## config.mk

```make
export PLATFORM = sky130hd
export DESIGN_NAME = coef_loader
export DESIGN_NICKNAME = d
export VERILOG_FILES = /design/src/rtl/coef_loader_pkg.sv /design/src/rtl/coef_shadow_bank.sv /design/src/rtl/coef_loader.sv
export SDC_FILE = /design/constraint.sdc
export NUM_CORES = 1
export LEC_CHECK = 0
export BUFFER_PORTS_ARGS = -buffer_cell sky130_fd_sc_hd__buf_2
export CORE_UTILIZATION = 45
export DETAILED_ROUTE_END_ITERATION = 6
export HOLD_SLACK_MARGIN = 0.08
export PLACE_DENSITY_LB_ADDON = 0.05
export SYNTH_ARGS = -nofsm -noshare
export SYNTH_HDL_FRONTEND = slang
export SYNTH_SLANG_ARGS = --single-unit
export TNS_END_PERCENT = 100
```

## constraint.sdc

```tcl
create_clock -name clk -period 6.4 [get_ports clk]
set_clock_uncertainty 0.05 [all_clocks]
set_input_delay 0.64 -clock clk [delete_from_list [all_inputs] [get_ports clk]]
set_output_delay 0.64 -clock clk [all_outputs]
set_load 0.03 [all_outputs]
```

## src/rtl/coef_loader_pkg.sv

```systemverilog
// Shared types for the coefficient loader: FSM state encoding and statistics counter width.
package coef_loader_pkg;

  typedef enum logic [1:0] {
    IDLE   = 2'd0,
    LOAD   = 2'd1,
    DROP   = 2'd2,
    COMMIT = 2'd3
  } loader_state_t;

  localparam int STAT_W = 16;

endpackage

```

## src/rtl/coef_shadow_bank.sv

```systemverilog
// Write-indexed shadow register array. A single copy strobe transfers the whole
// shadow into the active bank so consumers only ever see complete coefficient sets.
module coef_shadow_bank #(
  parameter int COEFW = 18,
  parameter int NCOEF = 6,
  parameter int IDXW  = $clog2(NCOEF)
) (
  input  logic             clk,
  input  logic             rst,
  input  logic             we,
  input  logic [IDXW-1:0]  widx,
  input  logic [COEFW-1:0] wdata,
  input  logic             copy,
  output logic [COEFW-1:0] c [NCOEF]
);

  logic [COEFW-1:0] shadow [NCOEF];

  always_ff @(posedge clk or posedge rst) begin
    if (rst) begin
      for (int i = 0; i < NCOEF; i++) begin
        shadow[i] <= '0;
        c[i]      <= '0;
      end
    end else begin
      for (int i = 0; i < NCOEF; i++) begin
        if (we && (widx == IDXW'(i))) begin
          shadow[i] <= wdata;
        end
        // Bulk commit: every active entry updates on the same edge.
        if (copy) begin
          c[i] <= shadow[i];
        end
      end
    end
  end

endmodule

```

## src/rtl/coef_loader.sv

```systemverilog
// Stream-to-parallel coefficient loader with atomic bank commit and length checking.
// Optional statistics outputs n_commits/n_errors are enabled by `COEF_LOADER_STATS_EN.
module coef_loader
  import coef_loader_pkg::*;
#(
  parameter  int COEFW = 18,
  parameter  int NCOEF = 6,
  localparam int IDXW  = $clog2(NCOEF)
) (
  input  logic              clk,
  input  logic              rst,
  input  logic [COEFW-1:0]  s_tdata,
  input  logic              s_tvalid,
  input  logic              s_tlast,
  output logic              s_tready,
  output logic [COEFW-1:0]  c [NCOEF],
  output logic              c_update,
  output logic              err
`ifdef COEF_LOADER_STATS_EN
  ,
  output logic [STAT_W-1:0] n_commits,
  output logic [STAT_W-1:0] n_errors
`endif
);

  loader_state_t   state, state_nxt;
  logic [IDXW-1:0] idx, idx_nxt;
  logic            err_nxt, upd_nxt;
  logic            we, copy, xfer, last_idx;

  // Ready depends only on state (and reset), never on s_tvalid.
  assign s_tready = !rst && (state != COMMIT);
  assign xfer     = s_tvalid && s_tready;
  assign last_idx = (idx == IDXW'(NCOEF - 1));

  always_comb begin
    state_nxt = state;
    idx_nxt   = idx;
    err_nxt   = 1'b0;
    upd_nxt   = 1'b0;
    we        = 1'b0;
    copy      = 1'b0;
    case (state)
      IDLE: begin
        if (xfer) begin
          we = 1'b1;
          if (s_tlast) begin
            err_nxt = 1'b1;
            idx_nxt = '0;
          end else begin
            idx_nxt   = IDXW'(1);
            state_nxt = LOAD;
          end
        end
      end
      LOAD: begin
        if (xfer) begin
          we = 1'b1;
          if (s_tlast) begin
            idx_nxt = '0;
            if (last_idx) begin
              state_nxt = COMMIT;
            end else begin
              err_nxt   = 1'b1;
              state_nxt = IDLE;
            end
          end else if (last_idx) begin
            idx_nxt   = '0;
            state_nxt = DROP;
          end else begin
            idx_nxt = idx + IDXW'(1);
          end
        end
      end
      DROP: begin
        // Overlong load: swallow words until the terminating tlast.
        if (xfer && s_tlast) begin
          err_nxt   = 1'b1;
          state_nxt = IDLE;
        end
      end
      COMMIT: begin
        copy      = 1'b1;
        upd_nxt   = 1'b1;
        state_nxt = IDLE;
      end
      default: begin
        state_nxt = IDLE;
        idx_nxt   = '0;
      end
    endcase
  end

  always_ff @(posedge clk or posedge rst) begin
    if (rst) begin
      state    <= IDLE;
      idx      <= '0;
      c_update <= 1'b0;
      err      <= 1'b0;
    end else begin
      state    <= state_nxt;
      idx      <= idx_nxt;
      c_update <= upd_nxt;
      err      <= err_nxt;
    end
  end

  coef_shadow_bank #(
    .COEFW (COEFW),
    .NCOEF (NCOEF),
    .IDXW  (IDXW)
  ) u_bank (
    .clk   (clk),
    .rst   (rst),
    .we    (we),
    .widx  (idx),
    .wdata (s_tdata),
    .copy  (copy),
    .c     (c)
  );

`ifdef COEF_LOADER_STATS_EN
  function automatic logic [STAT_W-1:0] sat_inc(input logic [STAT_W-1:0] v);
    return (v == {STAT_W{1'b1}}) ? v : v + STAT_W'(1);
  endfunction

  always_ff @(posedge clk or posedge rst) begin
    if (rst) begin
      n_commits <= '0;
      n_errors  <= '0;
    end else begin
      if (c_update) n_commits <= sat_inc(n_commits);
      if (err)      n_errors  <= sat_inc(n_errors);
    end
  end
`endif

endmodule

```

* After elaboration in Yosys (flattened, before gate mapping) *
Cells that the tools add are included.

word-level totals
  bits in registers = 223

operators by class
  add/sub/neg operators = 1
  equality and inequality tests = 14
  reduce and logical (&&, ||, !) cells = 16
  multiplexer cells = 24

operators by type and width
  cell                 count
  $mux 2               7
  $mux 3               4
  $mux 1               10
  $ne 2x2->1 const B   5
  $logic_and 1x1->1    9
  $pmux 2 s4           1
  $eq 3x2->1 const B   2
  $eq 3x3->1 const B   2
  $pmux 3 s2           1
  $reduce_and 5->1     1
  $eq 2x2->1 const B   2
  $add 3x1->3 const B  1
  $eq 3x1->1 const B   1
  $logic_not 3->1      1
  $ne 3x3->1 const B   1
  $pmux 1 s3           1
  $reduce_and 3->1     1
  $eq 2x1->1 const B   1
  $logic_not 2->1      1
  $reduce_bool 2->1    1
  $reduce_or 2->1      1
  $logic_not 1->1      1

* Depth between registers and ports, before layout *
  word-level depth = 6
  gate-level depth with buffers = 6
  gate-level depth less buffers = 4

* Cells and area by module *
Synthesis repeated with hierarchy kept, for this count alone.

second synthesis, totals
  cells, all modules = 496
  area, all modules = 8,420.6 sq um

modules (own cells, without submodules)
  module            cells an instance  times used  area an instance (sq um)
  coef_shadow_bank  461                1           8,061.5
  coef_loader       35                 1           359.1

* Worst setup path after synthesis *
OpenSTA, ideal clock, no wires.

  path type = reg-to-output
  from = register state[0]
  to = output port s_tready
  data arrival time = 1.530 ns
  cell stages (with the launch flop) = 7
  path buffers = 3
  path slack = 4.180 ns
  cell sequence = dfrtp_1 buf_4 nand2_1 buf_2 buf_4 inv_1 nor2_1

between the ends
  cells in the longest elaborated chain, start to end = 2

ends and longest elaborated chain
  element                 RTL line            text
  from (decl)             coef_loader.sv:26   loader_state_t state, state_nxt;
  from (signal assigned)  coef_loader.sv:101  state <= state_nxt;
  $ne 2x2->1              coef_loader.sv:32   assign s_tready = !rst && (state != COMMIT);
  $logic_and 1x1->1       coef_loader.sv:32
  to (decl)               coef_loader.sv:15   output logic s_tready,

No other way between the ends.

* Worst setup path in the final report *
  from = register state[1]
  to = output port s_tready

The elaborated chain is that of the path after synthesis.

==> results.rst <==
.. list-table::
   :header-rows: 1

   * - Metric
     - Value
   * - Run status
     - complete, no violations
   * - DRC Markers
     - 0
   * - H-tree depth
     - 1
   * - Clk root buf
     - sky130_fd_sc_hd__clkbuf_16
   * - Num rows
     - 50
   * - Clock network latency to the later pin of the worst-skew pair
     - 0.50 ns
   * - Global-route wire length before repair
     - 28,100 um
   * - Max-cap violations
     - 0
   * - Leading cell types by total area after synthesis
     - sky130_fd_sc_hd__dfrtp_1 (65%), sky130_fd_sc_hd__mux2_2 (21%), sky130_fd_sc_hd__mux2_1 (6.6%)
   * - Number of fill cells
     - 1,551
   * - Routed wire length per instance
     - 19.5 um
   * - Critical Path Slowest Stage Cell
     - sky130_fd_sc_hd__nand2_4
   * - Maximum number of pins on one net before global-route repair
     - 179
   * - Half-perimeter wire length of the detailed placement result
     - 10,900 um
   * - Synth area leader
     - sky130_fd_sc_hd__dfrtp_1
   * - Final clock period utilization by the worst path
     - 45.1%
   * - Transition time at the pin with the least slew margin
     - 1.05 ns
   * - Top library cells by usage in the layout, fill and taps aside
     - sky130_fd_sc_hd__dfrtp_1 (223), sky130_fd_sc_hd__mux2_2 (157), sky130_fd_sc_hd__buf_2 (132)
   * - Number of antenna-violating nets in the routed design
     - 0
   * - Post-cts hold buffer count
     - 0
   * - Most frequent standard cell in the layout excluding fill and tap cells
     - sky130_fd_sc_hd__dfrtp_1
   * - Predominant post-synthesis flop cell
     - sky130_fd_sc_hd__dfrtp_1
   * - Layout overhead on the synthesized area
     - 17.9%
   * - Area of the multi-input gates
     - 2800 um^2
   * - RSZ-0062 raised after global routing
     - no
   * - Synth Area per Inst
     - 17.1 um^2
   * - Register bit count reported by yosys
     - 223
   * - Max frequency
     - 347 MHz
   * - Final wirelength
     - 17,200 um
   * - Vias per Instance
     - 5.14
   * - Area taken by flip-flops and latches
     - 5580 um^2
   * - Kind of end point of the critical path
     - primary output
   * - Core region area
     - 18,600 um^2
   * - Global-route usage over all layers
     - 18.6%
   * - TritonCTS clock tree
     - built
   * - Share of cells above drive strength 1
     - 53.7%
   * - Length in cells of the worst reg-to-reg path
     - 3
   * - Synthesized instance count
     - 499
   * - Critical Path Source Type
     - register
   * - Highest fanout seen on the critical path
     - 60
   * - Post-CTS resize count
     - 0
   * - Max-slew violation count
     - 0
   * - Fin Setup TNS
     - 0 ns
   * - Antenna violations before repair
     - 1
   * - Logic depth of the worst path, buffers included
     - 4
   * - Count of buffers inserted at the top-level ports
     - 132
   * - Worst IR drop on VDD
     - 0.191 mV
   * - Top-area cell type share of the netlist area
     - 65.3%
   * - Class of the tightest hold or removal check
     - input pin to asynchronous set/reset pin
   * - Count of buffering cells on the critical path with inverters included
     - 2
   * - Final #Nets
     - 661
   * - Gpl congestion
     - 0.722
   * - Share of async-settable or async-resettable flops after synthesis
     - 100%
   * - Top Ports
     - 133
   * - Initial cell density of the core
     - 45.8%
   * - Via total after detailed routing
     - 4,556
   * - Cell chain of the critical path
     - nand2_4, inv_1, nor2_1, buf_2
   * - Via count of the first global-routing pass
     - 4,973
   * - Inserted Diodes
     - 0
   * - Part of the Yosys area used for sequential elements
     - 65.3%
   * - Number of post-CTS setup repair buffers
     - 0
   * - Data arrival time at the worst-slack endpoint
     - 2.19 ns
   * - Leak pwr
     - 5.36 nW
   * - Synthesized netlist net count
     - 522
   * - Setup-failing EPs final
     - 0
   * - Relative slew slack
     - 30.1%
   * - Time the final worst path needs with I/O delays and setup
     - 2.88 ns
   * - Number of enable flip-flop cells after synthesis
     - 0
   * - Total Power
     - 0.00403 W
   * - Total power per unit cell area
     - 400 nW/um^2
   * - Slowest cell delay on critical path
     - 0.71 ns
   * - Die Area
     - 19,500 um^2
   * - Final-report hold violation count
     - 0
   * - Number of warning messages in the yosys log
     - 0
   * - Chip Height
     - 140 um
   * - Top cell family by delay on the critical path
     - simple AND/OR/NAND/NOR gates
   * - Number of different library cells in the post-synthesis netlist
     - 32
   * - Cell area after technology mapping
     - 8540 um^2
   * - Number of CTS-inserted buffers
     - 23
   * - Total iterations of the first detailed-routing run
     - 4
   * - Initial detailed-routing violation count
     - 173
   * - Maximum clock path buffer count
     - 3
   * - Register clock-pin slew on the reported worst setup and hold paths
     - 0.05 ns
   * - Global route overflow
     - 0
   * - Horizontal die dimension
     - 140 um
   * - Number of clock sinks
     - 223
   * - Classification of the worst setup path
     - register to primary output
   * - Data required time of the worst path
     - 5.71 ns
-- Yosys cell counts, types with 2 or more instances --
library cell	number
sky130_fd_sc_hd__nor2b_2	2
sky130_fd_sc_hd__mux2_4	10
sky130_fd_sc_hd__inv_1	5
sky130_fd_sc_hd__nand3_4	4
sky130_fd_sc_hd__nor2_1	2
sky130_fd_sc_hd__dfrtp_1	223
sky130_fd_sc_hd__buf_2	12
sky130_fd_sc_hd__buf_4	3
sky130_fd_sc_hd__and2_1	3
sky130_fd_sc_hd__mux2_2	157
sky130_fd_sc_hd__mux2_1	50
sky130_fd_sc_hd__buf_6	6
sky130_fd_sc_hd__o21ai_0	3
-- sequential cells by signal, summed over array words and instances, names as in the netlist --
name / count
state: 2
u_bank.c: 108
u_bank.shadow: 108
c_update: 1
err: 1
idx: 3
-- power breakdown --
part / total, W / switching, W / internal (W)
Sequential: 0.00201 / 0.000201 / 0.00181
Clock: 0.00121 / 0.000518 / 0.000693
Combinational: 0.000810 / 0.000435 / 0.000375
Total: 0.00403 / 0.00115 / 0.00287
-- final timing paths --
check	startpoint	to	slack, ns
min	rst	c_update$_DFF_PP0_	0.36
max reg2reg	state[1]$_DFFE_PP0P_	u_bank.c[55]$_DFFE_PP0P_	3.84
min in group clk	s_tlast	err$_DFF_PP0_	0.42
max in group asynchronous	rst	u_bank.shadow[50]$_DFFE_PP0P_	5.18
min reg2reg	u_bank.shadow[48]$_DFFE_PP0P_	u_bank.shadow[48]$_DFFE_PP0P_	0.43
max	state[1]$_DFFE_PP0P_	s_tready	3.52
-- worst register-to-register path, delay by kind of cell, from the launching register on --
family                 cells  cell delay [ns]
AND/OR/NAND/NOR            1             0.72
flip-flops                 1             0.53
multiplexers               1             0.42
buffers and inverters      1             0.72
-- final cells by class --
class / count / area share, %
repair buffers: 135 / 6.91
flip-flops and latches: 223 / 55.4
clock inverters: 8 / 0.423
well taps: 234 / 2.91
inverters: 5 / 0.224
clock buffers: 31 / 6.31
multi-input cells: 250 / 27.8
-- stage by stage --
stage | setup WS [ns] | hold WS [ns] | std cells | utilization, % | instance area (um^2)
after floorplan | 2.80 | 0.404 | 499 | - | 8540
after global placement | 3.88 | 0.413 | 847 | 50.4 | 9390
after detailed placement | 3.79 | 0.425 | 847 | 50.4 | 9390
after CTS | 3.47 | 0.369 | 886 | 54.0 | 10100
after global routing | 3.34 | 0.411 | 886 | 54.0 | 10100
final | 3.52 | 0.363 | 886 | 54.0 | 10100
-- logic make-up (layout without fill, tap and decap cells) --
| logic type | after synthesis | in the layout | synth area share, % |
|---|---|---|---|
| mux | 217 | 217 | 29.1 |
| buf+inv | 26 | 179 | 1.98 |
| fa+ha+maj | 1 | 1 | 0.146 |
| compound gates | 10 | 10 | 0.791 |
| simple gates | 22 | 22 | 2.68 |
| flops | 223 | 223 | 65.3 |
-- metal layers --
layer	GRT usage (%)	vias to the layer above	share of wire [%]
met5	0	-	0
met4	5.49	0	2.2
met3	3.82	30	5.0
met2	29.1	105	46
met1	26.3	2366	47
li1	-	2055	-
No activity file was read; power rests on OpenSTA's default activity.
